$ cat src/rtl/rf_wr_arbiter.sv
`default_nettype none
// ============================================================================
// Module      : rf_wr_arbiter
// Description : Two-requester register-file write-port arbiter with a
//               starvation bound for B and a one-entry forwarded write stage.
// Revision    : 1.0 - initial release
// ============================================================================
module rf_wr_arbiter #(
    parameter int STARVE_MAX = 3
) (
    input  logic        arb_clock,
    input  logic        rst_n,
    input  logic        hold,
    input  logic        a_valid,
    input  logic [4:0]  a_addr,
    input  logic [31:0] a_data,
    output logic        a_ready,
    input  logic        b_valid,
    input  logic [4:0]  b_addr,
    input  logic [31:0] b_data,
    output logic        b_ready,
    output logic        reg_W,
    output logic [4:0]  rdc,
    output logic [31:0] rd_in_data,
    input  logic [4:0]  rs_addr,
    input  logic [4:0]  rt_addr,
    output logic        rs_fwd_hit,
    output logic        rt_fwd_hit,
    output logic [31:0] fwd_data
);

    localparam logic [3:0] c_starve_max = 4'(STARVE_MAX);

    logic        r_wb_valid;
    logic [4:0]  r_wb_addr;
    logic [31:0] r_wb_data;
    logic [3:0]  r_starve_cnt;

    logic        w_wb_valid_d;
    logic [4:0]  w_wb_addr_d;
    logic [31:0] w_wb_data_d;
    logic [3:0]  w_starve_cnt_d;

    logic        w_grant_a;
    logic        w_grant_b;
    logic        w_a_xfer;
    logic        w_b_xfer;

    // B wins outright when A is idle, or once it has waited the full bound.
    assign w_grant_b = b_valid & (~a_valid | (r_starve_cnt == c_starve_max));
    assign w_grant_a = a_valid & ~w_grant_b;

    assign a_ready  = w_grant_a & ~hold & rst_n;
    assign b_ready  = w_grant_b & ~hold & rst_n;
    assign w_a_xfer = a_valid & a_ready;
    assign w_b_xfer = b_valid & b_ready;

    always_comb begin
        w_wb_valid_d = r_wb_valid;
        w_wb_addr_d  = r_wb_addr;
        w_wb_data_d  = r_wb_data;
        if (!hold) begin
            if (w_b_xfer) begin
                w_wb_valid_d = (b_addr != 5'd0);
                w_wb_addr_d  = b_addr;
                w_wb_data_d  = b_data;
            end else if (w_a_xfer) begin
                w_wb_valid_d = (a_addr != 5'd0);
                w_wb_addr_d  = a_addr;
                w_wb_data_d  = a_data;
            end else begin
                w_wb_valid_d = 1'b0;
            end
        end
    end

    always_comb begin
        w_starve_cnt_d = r_starve_cnt;
        if (!b_valid || w_b_xfer) begin
            w_starve_cnt_d = 4'd0;
        end else if (!hold && (r_starve_cnt < c_starve_max)) begin
            w_starve_cnt_d = r_starve_cnt + 4'd1;
        end
    end

    always_ff @(posedge arb_clock or negedge rst_n) begin
        if (!rst_n) begin
            r_wb_valid   <= 1'b0;
            r_wb_addr    <= 5'd0;
            r_wb_data    <= 32'd0;
            r_starve_cnt <= 4'd0;
        end else begin
            r_wb_valid   <= w_wb_valid_d;
            r_wb_addr    <= w_wb_addr_d;
            r_wb_data    <= w_wb_data_d;
            r_starve_cnt <= w_starve_cnt_d;
        end
    end

    assign reg_W      = r_wb_valid;
    assign rdc        = r_wb_addr;
    assign rd_in_data = r_wb_data;

    assign rs_fwd_hit = r_wb_valid & (rs_addr == r_wb_addr) & (rs_addr != 5'd0);
    assign rt_fwd_hit = r_wb_valid & (rt_addr == r_wb_addr) & (rt_addr != 5'd0);
    assign fwd_data   = r_wb_data;

endmodule
`default_nettype wire

$ cat config.mk
export PLATFORM = sky130hd
export DESIGN_NAME = rf_wr_arbiter
export DESIGN_NICKNAME = d
export VERILOG_FILES = /design/src/rtl/rf_wr_arbiter.sv
export SDC_FILE = /design/constraint.sdc
export NUM_CORES = 1
export LEC_CHECK = 0
export ABC_CLOCK_PERIOD_IN_PS = 2790
export CAP_MARGIN = 15
export CORE_AREA = 8 8 86 88
export CTS_BUF_LIST = sky130_fd_sc_hd__clkbuf_4 sky130_fd_sc_hd__clkbuf_8 sky130_fd_sc_hd__clkbuf_16
export CTS_CLUSTER_SIZE = 12
export DETAILED_ROUTE_END_ITERATION = 6
export DIE_AREA = 0 0 94 96
export PLACE_DENSITY = 0.91
export SETUP_SLACK_MARGIN = 0.3
export SLEW_MARGIN = 30
export SYNTH_ARGS = -nofsm -noshare
export SYNTH_HDL_FRONTEND = slang
export SYNTH_SLANG_ARGS = --single-unit
$ cat constraint.sdc
create_clock -name arb_clock -period 2.79 [get_ports arb_clock]
set_clock_uncertainty 0.1 [all_clocks]
set_input_delay 0.279 -clock arb_clock [delete_from_list [all_inputs] [get_ports arb_clock]]
set_output_delay 0.279 -clock arb_clock [all_outputs]
set_load 0.01 [all_outputs]
Word level (Yosys, flattened, before mapping)
Cells that the tools add are included.
- add/sub/neg operators: 1
- magnitude comparators: 1
- eq/ne operators: 3
- multiplexer cells: 8
- bitwise gates (word level): 16
- reduce and logical (&&, ||, !) cells: 11
- operators with widths (kind ; count):
    32-bit 2-to-1 mux ; 2
    5-bit nonzero test ; 4
    1-bit AND ; 12
    5-bit equality test ; 2
    5-bit 2-to-1 mux ; 2
    4-bit 2-to-1 mux ; 2
    4-bit by 1-bit adder with 4-bit output, second input constant ; 1
    4-bit by 2-bit equality test with 1-bit output, second input constant ; 1
    4-bit by 2-bit < comparator with 1-bit output, second input constant ; 1
    2-bit nonzero test ; 2
    1-bit inverter ; 3
    1-bit logical NOT ; 2
    1-bit 2-to-1 mux ; 2
    2-bit AND reduction ; 1
    1-bit logical AND ; 1
    1-bit logical OR ; 1
    1-bit bitwise OR ; 1
- register bits: 42
- bits of input ports: 89
- output and inout port bits: 74
- word-level logic and storage cells: 44

Logic depth before layout (Yosys ltp)
Gate-level depths: netlist (run 1).
- word-level depth: 10
- depth in mapped cells: 6
- gate-level depth less buffers: 5

Least setup slack after synthesis (run 1)
OpenSTA, ideal clock, no wires.
- kind: register to register
- start point: register r_starve_cnt[0]
- end point: register r_wb_valid (netlist: reg_W)
- library setup time: 0.082 ns
- data arrival time: 1.450 ns
- required time: 2.608 ns
- path slack: 1.158 ns
- stages on the path, launching flop included: 7
- buffers on the path: 1
- period minus slack after synthesis: 1.632 ns
- path through: dfrtp_1 -> ha_1 -> or3b_1 -> a21oi_2 -> buf_6 -> o21ai_1 -> a31oi_1
- elaborated cells between the ends (all ways): 13
- classes of those cells: 1 x eq/ne; 2 x mux; 10 x bitwise
- RTL lines (what ; line ; source):
    from (decl) ; 37 ; logic [3:0] r_starve_cnt;
    from (signal assigned) ; 96 ; r_starve_cnt <= w_starve_cnt_d;
    4-bit by 2-bit equality test with 1-bit output ; 50 ; assign w_grant_b = b_valid & (~a_valid | (r_starve_cnt == c_starve_max));
    1-bit bitwise OR ; 50 ;
    1-bit AND ; 50 ;
    1-bit AND (2 in series) ; 54 ; assign b_ready = w_grant_b & ~hold & rst_n;
    net b_ready ; 21 ; output logic b_ready,
    1-bit AND ; 56 ; assign w_b_xfer = b_valid & b_ready;
    1-bit 2-to-1 mux ; 63 ; if (w_b_xfer) begin
    to (signal assigned) ; 93 ; r_wb_valid <= w_wb_valid_d;
    to (decl) ; 34 ; logic r_wb_valid;
The timed path passes the listed nets, and every way through them passes these cells.
A chain may end at the register's enable or synchronous reset.

Worst setup path in the final report (run 1)
- start point: input a_valid
- end point: output a_ready
- longest elaborated chain between the ends: 7
- ends and longest elaborated chain (what ; line ; source):
    from (decl) ; 14 ; input logic a_valid,
    1-bit inverter ; 50 ;
    1-bit bitwise OR ; 50 ;
    1-bit AND ; 50 ;
    1-bit inverter ; 51 ; assign w_grant_a = a_valid & ~w_grant_b;
    1-bit AND * ; 51 ;
    1-bit AND * (2 in series) ; 53 ; assign a_ready = w_grant_a & ~hold & rst_n;
    to (decl) ; 17 ; output logic a_ready,
Every way passes the cells marked *; elsewhere a longest branch is shown, timed or not.

==> out/metrics.yaml, run 1 <==
first_iter_violations: 185
fin_cells: 412
drcViolationCount: 16
grtUsageTotal_pct: 16.33
grt_setup_unrepaired: "false"
yosys.cell_types.count: 27
num_vias: 2151
ctsResizeCount: 0
power_density_nw_per_um2: 528.6
drtPass1Iterations: 7
io_pins: 163
htree_levels: 2
coreArea_sq_um: 6096
hold_class: "input port to async pin"
p_clk_share_pct: 20.7
clkSinkCount: 42
diodes: 0
drive_gt1_share_pct: 4.776
cts_setup_buffers: 0
cp.depth: 4
syn-cell-area_sq_um: 2155
via_per_inst: 5.221
start_util_pct: 35.34
pwr-share-seq_pct: 40.7
fill_cells: 510
numPortBuffers: 162
critPathLaunchType: "input port"
required_ns: 2.41
cts_made_buffers: 5
dieHeight_um: 96
arrival_ns: 1.84
yosysWarnings: 0
seq_area_frac_synth_pct: 48.78
clk_pin_slew_ns: 0.08
cp-end-kind: "output pin"
cts_tree: "built"
power_leakage_uw: 0.001692
max_clock_freq_ghz: 0.4502
crit_fanout: 3
grt_start_max_net_pins: 43
worst-path-buf-inv: 2
gp_congestion: 0.7868
nets: 424
die_w_um: 94
grt_first_pass_wirelength_um: 11790
cp_cell_sequence: "clkdlybuf4s50_1, nand3b_1, a41oi_4, clkdlybuf4s50_1"
cts_root_buf: "clkbuf_8"
drtAntennaViolNets: 0
overflow: 0
areaGrowthSynthToFinish_pct: 72.59
syn_inst: 204
critPathSlowestCell: "clkdlybuf4s50_1"
slowest_delay_ns: 0.59
cap_violations: 0
finalCriticalPeriod_ns: 2.221
worstSetupPathType: "input port to output pin"
synth_nets: 294
critPathTopFamily: "buffers and inverters"
irDropWorstVdd_v: 0.0002882
p_int_uw: 1388
wire_per_inst_um: 18.99
finalSetupTns_ns: 0
antenna_found_initial: 0
hold_viol: 0
status: "finished with violations"
avgSynthCellArea_sq_um: 10.56
timing.final.max_slew_violations: 0
setup_violations: 0
power_switching_uw: 577.6
relSlewSlack_pct: 63.95
synth-seq-cells: 42
r2r_cells: 6
hpwl_um: 6020
rows: 29
dp.cells: 404
fin_crit_sh_pct: 79.62
violations: "DRC"
totalWireLength_um: 7825
insertion_delay_ns: 0.28
dieArea_sq_um: 9024
p_comb_share_pct: 38.6
grt_pass1_vias: 2352
cpMostUsedCell: "clkdlybuf4s50_1"
worstMarginPinSlew_ns: 0.5407
p_sw_share_pct: 29.38
ctsHoldBuffers: 0
cts_buffer_depth: 2
## cells by family after synthesis
kind of cell               Yosys count  share of synthesized area [%]
AOI/OAI and AO/OA                   45                          19.34
xor gates and xnor gates             9                          3.659
muxes                                2                         0.9292
buffers and inverters               82                          20.96
adders and majority gates            1                         0.5806
and+or+nand+nor                     23                          5.749
DFF                                 42                          48.78
## routing by layer
| metal | GRT usage (%) | vias up | wire length (um) |
|---|---|---|---|
| li1 | - | 975 | - |
| met2 | 29.40 | 125 | 4042 |
| met5 | 0 | - | 0 |
| met3 | 5.304 | 13 | 655 |
| met4 | 4.756 | 0 | 127 |
| met1 | 17.93 | 1038 | 2999 |
## sequential cells by signal, summed over array words and instances, names as in the netlist
| register | flops |
|---|---|
| r_starve_cnt | 4 |
| fwd_data | 32 |
| rdc | 5 |
| reg_W | 1 |
## worst paths after layout
kind                                        startpoint  slack (ns)                           to
max in group asynchronous                        rst_n        2.21     fwd_data[19]$_DFFE_PN0P_
setup reg to reg           r_starve_cnt[0]$_DFFE_PN0P_        0.68  r_starve_cnt[2]$_DFFE_PN0P_
hold / removal                                   rst_n       0.006     fwd_data[22]$_DFFE_PN0P_
min in group arb_clock        fwd_data[10]$_DFFE_PN0P_        0.43     fwd_data[10]$_DFFE_PN0P_
hold reg to reg               fwd_data[10]$_DFFE_PN0P_        0.43     fwd_data[10]$_DFFE_PN0P_
setup / recovery                               a_valid        0.57                      a_ready
## final cells by class
| class | instances | area, sq um | area share [%] |
|---|---|---|---|
| flip-flops and latches | 42 | 1051 | 28.26 |
| well taps | 77 | 96.34 | 2.591 |
| clock buffers | 7 | 90.09 | 2.423 |
| repair buffers | 166 | 1649 | 44.35 |
| clock inverters | 1 | 5.005 | 0.1346 |
| inverters | 39 | 146.4 | 3.937 |
| multi-input cells | 80 | 680.7 | 18.30 |
## cell usage after synthesis
| library cell | n | area share (%) |
|---|---|---|
| xor2_1 | 3 | 1.2 |
| inv_1 | 39 | 6.8 |
| nand2_1 | 2 | 0.35 |
| nand2b_1 | 1 | 0.29 |
| a41oi_1 | 1 | 0.41 |
| a21oi_1 | 2 | 0.46 |
| mux2i_1 | 2 | 0.93 |
| nand3b_1 | 2 | 0.70 |
| a222oi_1 | 36 | 17 |
| or3b_1 | 1 | 0.41 |
| buf_6 | 1 | 0.52 |
| nand3_1 | 2 | 0.46 |
| buf_2 | 4 | 0.93 |
| a31oi_1 | 1 | 0.29 |
| nor3_1 | 4 | 0.93 |
| or4_1 | 2 | 0.70 |
| ha_1 | 1 | 0.58 |
| nor4_1 | 3 | 0.87 |
| a21oi_2 | 1 | 0.41 |
| dfrtp_1 | 42 | 49 |
| nor2_1 | 6 | 1.0 |
| buf_4 | 35 | 12 |
| clkbuf_1 | 3 | 0.52 |
| xnor2_1 | 6 | 2.4 |
| o21ai_0 | 2 | 0.46 |
| o21ai_1 | 1 | 0.23 |
| o211ai_1 | 1 | 0.35 |
## placed cells by master (no fill, tap or decap), types with 3 or more instances in the layout
master	n
nor2_1	6
xnor2_1	6
dfrtp_1	42
xor2_1	3
clkdlybuf4s50_1	160
a222oi_1	36
clkbuf_8	6
inv_1	39
nor3_1	4
nor4_1	3
buf_4	4
## power by group through the flow
| stage | Sequential [uW] | Combinational [uW] | Clock (uW) |
|---|---|---|---|
| 6_report | 800 | 759 | 406 |
| 5_1_grt | 814 | 810 | 445 |
| 4_1_cts | 800 | 772 | 425 |
| 3_5_place_dp | 809 | 769 | 0 |
| 3_3_place_gp | 804 | 750 | 0 |
| 2_1_floorplan | 833 | 302 | 0 |
## stage by stage
| step | utilization [%] | setup slack, ns | total power, uW | hold slack, ns | instance area, sq um |
|---|---|---|---|---|---|
| after global placement | 59.36 | 0.6035 | 1554 | 0.3365 | 3618 |
| after detailed placement | 59.36 | 0.5775 | 1578 | 0.3444 | 3618 |
| after CTS | 60.92 | 0.3223 | 1998 | 0.02682 | 3714 |
| after floorplan | - | 1.158 | 1135 | -0.1166 | 2155 |
| after global routing | 61.00 | 0.4764 | 2069 | 0.05273 | 3719 |
| final | 61.00 | 0.5686 | 1966 | 0.005929 | 3719 |
No activity file was read; power rests on OpenSTA's default activity.
==> inputs of run 2 (changes only) <==
ABC_CLOCK_PERIOD_IN_PS = 1800   (was 2790)
CORE_AREA = 8 8 93 95   (was 8 8 86 88)
DIE_AREA = 0 0 101 103   (was 0 0 94 96)
PLACE_DENSITY = 0.82   (was 0.91)
clock period = 1.8 ns   (was 2.79 ns; I/O delays follow)
==> out/metrics.yaml, run 2 (synthesis gave the netlist of run 1 again) <==
start_util_pct: 30.19  # -5.2 points
nets: 456  # +7.5%
totalWireLength_um: 9504  # +21%
hold_viol: 0  # unchanged
hold_class: "input port to flip-flop"
numPortBuffers: 162  # unchanged
pwr-share-seq_pct: 40.4  # -0.3 points
largest_reg_flops: 32  # unchanged
cp-end-kind: "output pin"
final_cell_mix: "clkdlybuf4s50_1, dlygate4sd2_1, inv_1"
grt_first_pass_wirelength_um: 12880  # +9.2%
drtPass1Iterations: 5  # -2
timing.final.max_slew_violations: 0  # unchanged
arrival_ns: 1.56  # -0.28 ns
postLayoutSetupSlackWorst_ns: -0.03843  # -0.6071 ns
drtAntennaViolNets: 0  # unchanged
total_power_uw: 3048  # +55%
dieArea_sq_um: 10400  # +15%
cts_tree: "built"
setup_violations: 12  # +12
max_clock_freq_ghz: 0.5439
die_w_um: 101  # +7.4%
irDropWorstVdd_v: 0.0003126  # +8.5%
p_clk_share_pct: 21.5  # +0.8 points
diodes: 0  # unchanged
antenna_found_initial: 0  # unchanged
io_pins: 163  # unchanged
grt_start_max_net_pins: 43  # unchanged
num_vias: 2290  # +6.5%
hpwl_um: 6510  # +8.1%
grt_setup_unrepaired: "true"
fin_crit_sh_pct: 102.1
cts_made_buffers: 5  # unchanged
drive_gt1_share_pct: 18.80  # +14 points
via_per_inst: 4.914  # -5.9%
p_comb_share_pct: 38.1  # -0.5 points
worstSetupPathType: "flip-flop to output pin"
clk_pin_slew_ns: 0.08  # about the same
required_ns: 1.52  # -0.89 ns
wire_per_inst_um: 20.39  # +7.4%
cts_buffer_depth: 2  # unchanged
insertion_delay_ns: 0.29  # about the same
dpl-instance-area_sq_um: 3739  # +3.3%
cts_root_buf: "clkbuf_8"
power_density_nw_per_um2: 729.2  # +38%
dieHeight_um: 103  # +7.3%
drcViolationCount: 0  # -16
rows: 31  # +6.9%
grt_pass1_vias: 2432  # +3.4%
gp_congestion: 0.8271  # +5.1%
cap_violations: 0  # unchanged
clkSinkCount: 42  # unchanged
power_leakage_uw: 0.002135  # +26%
status: "finished with violations"
areaGrowthSynthToFinish_pct: 94.02
finalInstanceArea_sq_um: 4180  # +12%
finalCriticalPeriod_ns: 1.838
p_int_uw: 2075  # +50%
relSlewSlack_pct: 61.97  # -2.0 points
power_switching_uw: 973.0  # +68%
p_sw_share_pct: 31.92  # +2.5 points
critPathLaunchType: "flip-flop"
grtUsageTotal_pct: 15.93  # -0.40 points
crit_fanout: 3  # unchanged
htree_levels: 2  # unchanged
worstMarginPinSlew_ns: 0.5704  # +0.02977 ns
overflow: 0  # unchanged
coreArea_sq_um: 7137  # +17%
first_iter_violations: 216  # +17%
layout_commonest_cell: "clkdlybuf4s50_1"
violations: "setup timing"
run 2: cell types whose count changed in the layout (fill, tap and decap cells not counted), moves of 3 or more:
cell,previous run,this run
clkdlybuf4s50_1,160,84
buf_12,0,4
buf_4,4,16
dlygate4sd2_1,0,70
buf_6,0,10
clkbuf_16,0,5
dfrtp_1,42,37
dfrtp_2,0,5
buf_2,1,4
run 2: stage by stage:
stage	TNS, ns	hold WS, ns	instances	worst slack [ns]	util, %
3_3_place_gp	-1.759	0.2574	438	-0.2118	52.38
5_1_grt	-2.614	0.3944	466	-0.1246	58.57
4_1_cts	-0.01554	0.3734	454	-0.01554	54.73
3_5_place_dp	-5.084	0.2850	438	-0.2095	52.38
6_report	-0.2804	0.4011	466	-0.03843	58.57
2_1_floorplan	0	-0.2156	204	0.2019	-
run 2: area by class of cell:
| cell class | instances | area [sq um] |
|---|---|---|
| flip-flops and latches | 42 | 1057 |
| multi-input cells | 80 | 770.7 |
| inverters | 39 | 146.4 |
| repair buffers | 198 | 1987 |
| fillers | 648 | 2957 |
| clock buffers | 7 | 90.09 |
| well taps | 99 | 123.9 |
| clock inverters | 1 | 5.005 |
run 2: timing repair:
| action | 4_1_cts | 5_1_grt |
|---|---|---|
| gates resized for setup | 109 | 19 |
| setup endpoints to repair | 116 | 49 |
| gates cloned | 1 | 7 |
| hold endpoints to repair | 42 | 0 |
| hold buffers | 1 | 0 |
| pin swaps | 36 | 10 |
| setup buffers | 6 | 5 |
run 2: routing by layer:
metal	vias to the layer above	GRT usage, %	part of all wire [%]
li1	1043	-	-
met3	6	6.347	11
met2	140	29.85	51
met4	0	3.207	0.52
met1	1101	16.37	38
met5	-	0	0
run 2: power groups by stage:
stage | Sequential, uW | Clock [uW] | Combinational [uW]
after floorplan | 1290 | 0 | 469
after global placement | 1240 | 0 | 1190
after detailed placement | 1250 | 0 | 1220
after CTS | 1230 | 683 | 1110
after global routing | 1250 | 726 | 1240
final | 1230 | 655 | 1160
run 2: path summary, 6_finish.rpt:
path,startpoint,endpoint,slack [ns],cells past startpoint
max in group asynchronous,rst_n,rdc[0]$_DFFE_PN0P_,0.72,3
worst max register to register,r_starve_cnt[2]$_DFFE_PN0P_,fwd_data[25]$_DFFE_PN0P_,-0.04,8
min in group asynchronous,rst_n,fwd_data[1]$_DFFE_PN0P_,0.48,3
worst max-delay path,r_starve_cnt[0]$_DFFE_PN0P_,b_ready,-0.04,4
worst min register to register,fwd_data[18]$_DFFE_PN0P_,fwd_data[18]$_DFFE_PN0P_,0.41,2
worst min-delay path,a_data[14],fwd_data[14]$_DFFE_PN0P_,0.40,3
run 2: worst max-delay path: stages, from the launching register on:
cell and delay, ns:
dfrtp_1 0.38, ha_2 0.19, or3b_4 0.39, a21oi_4 0.18, buf_6 0.13
